## config.mk

```make
export PLATFORM = sky130hd
export DESIGN_NAME = mem_wb_stage
export DESIGN_NICKNAME = d
export VERILOG_FILES = /design/src/rtl/cpu_types_pkg.sv /design/src/rtl/wb_select.sv /design/src/rtl/mem_wb_stage.sv
export SDC_FILE = /design/constraint.sdc
export NUM_CORES = 1
export LEC_CHECK = 0
export ABC_AREA = 0
export BUFFER_PORTS_ARGS = -buffer_cell sky130_fd_sc_hd__buf_4
export CORE_AREA = 3 3 119 121
export CTS_CLUSTER_DIAMETER = 120
export DETAILED_ROUTE_END_ITERATION = 10
export DIE_AREA = 0 0 122 124
export PLACE_DENSITY = 0.76
export REMOVE_ABC_BUFFERS = 1
export SYNTH_ARGS = -nofsm -noshare
export SYNTH_HDL_FRONTEND = slang
export SYNTH_SLANG_ARGS = --single-unit
export TNS_END_PERCENT = 10
```

## constraint.sdc

```tcl
create_clock -name CLK -period 4 [get_ports CLK]
set_input_delay 0.2 -clock CLK [delete_from_list [all_inputs] [get_ports CLK]]
set_output_delay 0.2 -clock CLK [all_outputs]
set_load 0.005 [all_outputs]
```

## src/rtl/cpu_types_pkg.sv

```systemverilog
// Shared pipeline types for the 5-stage MIPS core.
// Memory-stage state and writeback-select encodings live here too.
package cpu_types_pkg;

    typedef logic [31:0] word_t;
    typedef logic [4:0]  regbits_t;

    typedef enum logic {
        M_ACCESS = 1'b0,
        M_DONE   = 1'b1
    } memstate_t;

    localparam logic [1:0] WB_ALU = 2'b00;
    localparam logic [1:0] WB_MEM = 2'b01;
    localparam logic [1:0] WB_LUI = 2'b10;
    localparam logic [1:0] WB_PC4 = 2'b11;

endpackage

```

## src/rtl/wb_select.sv

```systemverilog
// Writeback data mux driven by MemtoReg.
// Purely combinational; feeds the MEM/WB latch.
module wb_select
    import cpu_types_pkg::*;
(
    input  logic [1:0] memtoReg,
    input  word_t      aluRes,
    input  word_t      loadData,
    input  word_t      luiVal,
    input  word_t      pcp4,
    output word_t      wdat
);

    always_comb begin
        wdat = aluRes;
        unique case (memtoReg)
            WB_ALU: wdat = aluRes;
            WB_MEM: wdat = loadData;
            WB_LUI: wdat = luiVal;
            WB_PC4: wdat = pcp4;
        endcase
    end

endmodule

```

## src/rtl/mem_wb_stage.sv

```systemverilog
// Memory stage plus MEM/WB latch: issues the data-cache access,
// stalls until dhit and registers the writeback controls.
module mem_wb_stage
    import cpu_types_pkg::*;
#(
    parameter int CNT_W = 32
) (
    input  logic             CLK,
    input  logic             RST,
    input  logic             ihit,
    input  logic             dhit,
    input  word_t            dmemload,
    input  logic             flush,
    input  logic             dREN_in,
    input  logic             dWEN_in,
    input  word_t            portO_in,
    input  word_t            dmemStore_in,
    input  word_t            LUI_in,
    input  word_t            pcp4_in,
    input  logic [1:0]       MemtoReg_in,
    input  regbits_t         WSel_in,
    input  logic             WEN_in,
    output logic             dmemREN,
    output logic             dmemWEN,
    output word_t            dmemaddr,
    output word_t            dmemstore,
    output logic             mem_stall,
    output logic             advance,
    output logic             WEN_wb,
    output regbits_t         WSel_wb,
    output word_t            wdat_wb,
    output logic [CNT_W-1:0] stall_cnt
);

    memstate_t state;
    word_t     ldHold;
    word_t     loadData;
    word_t     wdatSel;
    logic      memOp;
    logic      inAccess;

    assign memOp     = dREN_in | dWEN_in;
    assign inAccess  = (state == M_ACCESS);
    assign dmemREN   = dREN_in & inAccess;
    assign dmemWEN   = dWEN_in & inAccess;
    assign dmemaddr  = portO_in;
    assign dmemstore = dmemStore_in;
    assign mem_stall = memOp & inAccess & ~dhit;
    assign advance   = ihit & ~mem_stall;

    // Once captured, the load word must survive dmemload changing.
    assign loadData = inAccess ? dmemload : ldHold;

    wb_select uSel (
        .memtoReg (MemtoReg_in),
        .aluRes   (portO_in),
        .loadData (loadData),
        .luiVal   (LUI_in),
        .pcp4     (pcp4_in),
        .wdat     (wdatSel)
    );

    always_ff @(posedge CLK) begin
        if (RST) begin
            state     <= M_ACCESS;
            ldHold    <= '0;
            WEN_wb    <= 1'b0;
            WSel_wb   <= '0;
            wdat_wb   <= '0;
            stall_cnt <= '0;
        end else begin
            if (mem_stall && (stall_cnt != {CNT_W{1'b1}}))
                stall_cnt <= stall_cnt + 1'b1;

            unique case (state)
                M_ACCESS: begin
                    if (memOp && dhit && !advance) begin
                        state  <= M_DONE;
                        ldHold <= dmemload;
                    end
                end
                M_DONE: begin
                    if (advance)
                        state <= M_ACCESS;
                end
            endcase

            if (advance) begin
                if (flush) begin
                    WEN_wb  <= 1'b0;
                    WSel_wb <= '0;
                    wdat_wb <= '0;
                end else begin
                    WEN_wb  <= WEN_in;
                    WSel_wb <= WSel_in;
                    wdat_wb <= wdatSel;
                end
            end
        end
    end

endmodule

```

==> flow_metrics.tcl <==
set metrics [dict create \
    dieArea_um2 15130 \
    clock_sinks 103 \
    fin_crit_sh_pct 71.08 \
    drv_cap 0 \
    grt_first_pass_wirelength_um 26420 \
    syn-instance-count 579 \
    routed_wl_um 17950 \
    cts_made_buffers 9 \
    met1_length_um 7108 \
    drt_iter0_markers 369 \
    cts_resized 0 \
    yosysWarnings 0 \
    powerDensity_nw_per_um2 320.5 \
    min-delay-start "WSel_in[2]" \
    synth_edf_count 0 \
    clk_transition_reported_paths_ns 0.07 \
    maxSlewHeadroom_pct 32.89 \
    cpMaxStageDelayCell "or3_1" \
    drive_gt1_share_pct 47.30 \
    die_h_um 124 \
    grt_usage_pct 22.71 \
    drc 0 \
    reg2reg_from "state" \
    ys.flop_type "dfxtp_1" \
    hold-path-cell-count 2 \
    hold_buffers 0 \
    r2r_end "stall_cnt[31]" \
    portBuffers 248 \
    grt_max_degree 75 \
    overflow 0 \
    dpl.hpwl_um 13450 \
    final_common_cell "buf_4" \
    wl_met2_um 8770 \
    max_stage_delay_ns 0.60 \
    cp-end-kind "flip-flop" \
    clock_latency_ns 0.35 \
    clock_path_buffers 2 \
    fillers 1187 \
    hold_violations 0 \
    syn_avg_cell_area_um2 9.662 \
    synth_area_leaders "dfxtp_1 (37%), mux4_2 (13%), buf_4 (8.6%)" \
    dr.pass1.iters 6 \
    peakVddDrop_mv 0.1896 \
    finalMaxSlewViolations 0 \
    seq_area_frac_synth_pct 36.86 \
    synthDistinctLibCells 37 \
    rrSetupSlack_ns 1.16 \
    core_area_um2 13190 \
    cts_htree_levels 3 \
    async_reset_ff_share_pct 0 \
    die_width_um 122 \
    ctsRootBufferMaster "clkbuf_16" \
    worstPathCellList "or2_1 > or3_1 > or4_4 > and4bb_2 > mux2_2" \
    synth_top_cell_by_area "dfxtp_1" \
    clock_skew_ns 0.009120 \
    wl_per_cell_um 19.60 \
    min_to "WSel_wb[2]" \
    worst_slew_pin_slew_ns 1.004 \
    crit_cells 5 \
    via_count 5141 \
    path_max_fanout 36 \
    layout_setup_ws_ns 1.157 \
    diodes 0 \
    required_ns 4.24 \
    start_util_pct 42.41 \
    critical_path_class "flip-flop to flip-flop" \
    ant_nets 0 \
    io_pins 313 \
    place.gp.congestion 0.8221 \
    outcome "finished clean" \
    fin_nets 912 \
    top_layer_used "met5" \
    cp-start-kind "flip-flop" \
    syn_area_um2 5594 \
    critPathLaunch "state" \
    cp_top_family "simple AND/OR/NAND/NOR gates" \
    pre_cts_slack_ns 1.162 \
    antenna_found_initial 0 \
    num_rows 42 \
    max_freq_mhz 351.7 \
    grt_setup_unrepaired "false" \
    tritoncts "done" \
    ys_ff_latch 103 \
    fin_crit_ns 2.843 \
    synth_top_cell_area_share_pct 36.86 \
    hp-class "input pin to flip-flop" \
    p_leak_nw 2.993 \
    via_per_inst 5.612 \
    areaGrowthSynthToFinish_pct 31.51 \
    grt_pass1_vias 5016 \
    post_cts_buffers 0 \
    route.met3.wl_um 1674 \
    worstPathArrival_ns 3.08 \
    rr_worst_depth 5 \
    layout_common_cells "buf_4 (251), dfxtp_1 (102), nand2_1 (73), a21oi_1 (56), mux2_2 (39)" \
    fin_setup_tns_ns 0 \
    setup_viol 0 \
    path_buf_inv 0 \
]
-- routing by layer --
metal,GRT usage (%),vias up
li1,-,2379
met1,27.83,2486
met2,35.95,242
met3,9.355,32
met4,7.843,2
met5,3.125,-
-- registers in the layout, indices dropped and copies added, names as in the netlist --
| signal | count |
|---|---|
| stall_cnt | 32 |
| state | 1 |
| wdat_wb | 32 |
| WEN_wb | 1 |
| WSel_wb | 5 |
| ldHold | 32 |
-- metrics by stage --
| stage | hold slack, ns | area (um^2) | utilization [%] | instances | power, mW |
|---|---|---|---|---|---|
| 3_3_place_gp | 0.4000 | 7067 | 53.58 | 901 | 1.490 |
| 4_1_cts | 0.05585 | 7357 | 55.78 | 916 | 2.379 |
| 5_1_grt | 0.06202 | 7357 | 55.78 | 916 | 2.449 |
| 3_5_place_dp | 0.4000 | 7067 | 53.58 | 901 | 1.502 |
| 2_1_floorplan | 0.2691 | 4946 | - | 474 | 1.253 |
| 6_report | 0.06993 | 7357 | 55.78 | 916 | 2.358 |
-- cell usage after synthesis, types with 7 or more instances --
master	n
dfxtp_1	103
nand2_1	73
buf_4	64
a21oi_1	56
mux2_2	39
a22o_1	38
clkbuf_1	34
mux4_2	32
o31ai_1	19
nor2_1	18
or4_1	18
inv_1	10
nand3_1	10
nand4_1	8
nor2b_1	8
or3_1	8
o21ai_0	7
-- logic make-up after synthesis --
| group | after synthesis | share of synthesized area (%) |
|---|---|---|
| flops | 103 | 36.86 |
| compound gates | 121 | 14.27 |
| simple gates | 167 | 15.48 |
| mux | 72 | 20.91 |
| buf+inv | 115 | 12.26 |
| fa+ha+maj | 1 | 0.2236 |
-- cell type report --
type | count | area (um^2) | area share, %
clock buffers | 12 | 246.5 | 3.350
well taps | 176 | 220.2 | 2.993
clock inverters | 3 | 43.79 | 0.5952
inverters | 10 | 37.54 | 0.5102
repair buffers | 251 | 1884 | 25.61
multi-input cells | 361 | 2861 | 38.89
flip-flops and latches | 103 | 2063 | 28.04
-- worst reg2reg max path: cells and delay by family (launching register included) --
kind	cells	cell delay, ns
mux	1	0.33
flops	1	0.59
simple gates	4	1.83
-- how the worst max path moves through the flow --
stage                     slack, ns            end
after global routing           1.04  stall_cnt[21]
after detailed placement       1.16  stall_cnt[31]
after CTS                      1.15  stall_cnt[31]
after global placement         1.23  stall_cnt[31]
after floorplan               -0.14     wdat_wb[2]
final                          1.16  stall_cnt[31]
-- where the power goes --
part           total [mW]  switching (mW)  internal [mW]
Clock               0.880           0.380          0.500
Combinational       0.391           0.151          0.239
Sequential           1.09          0.0290           1.06
Note: power is estimated with default switching activity, not from simulation.
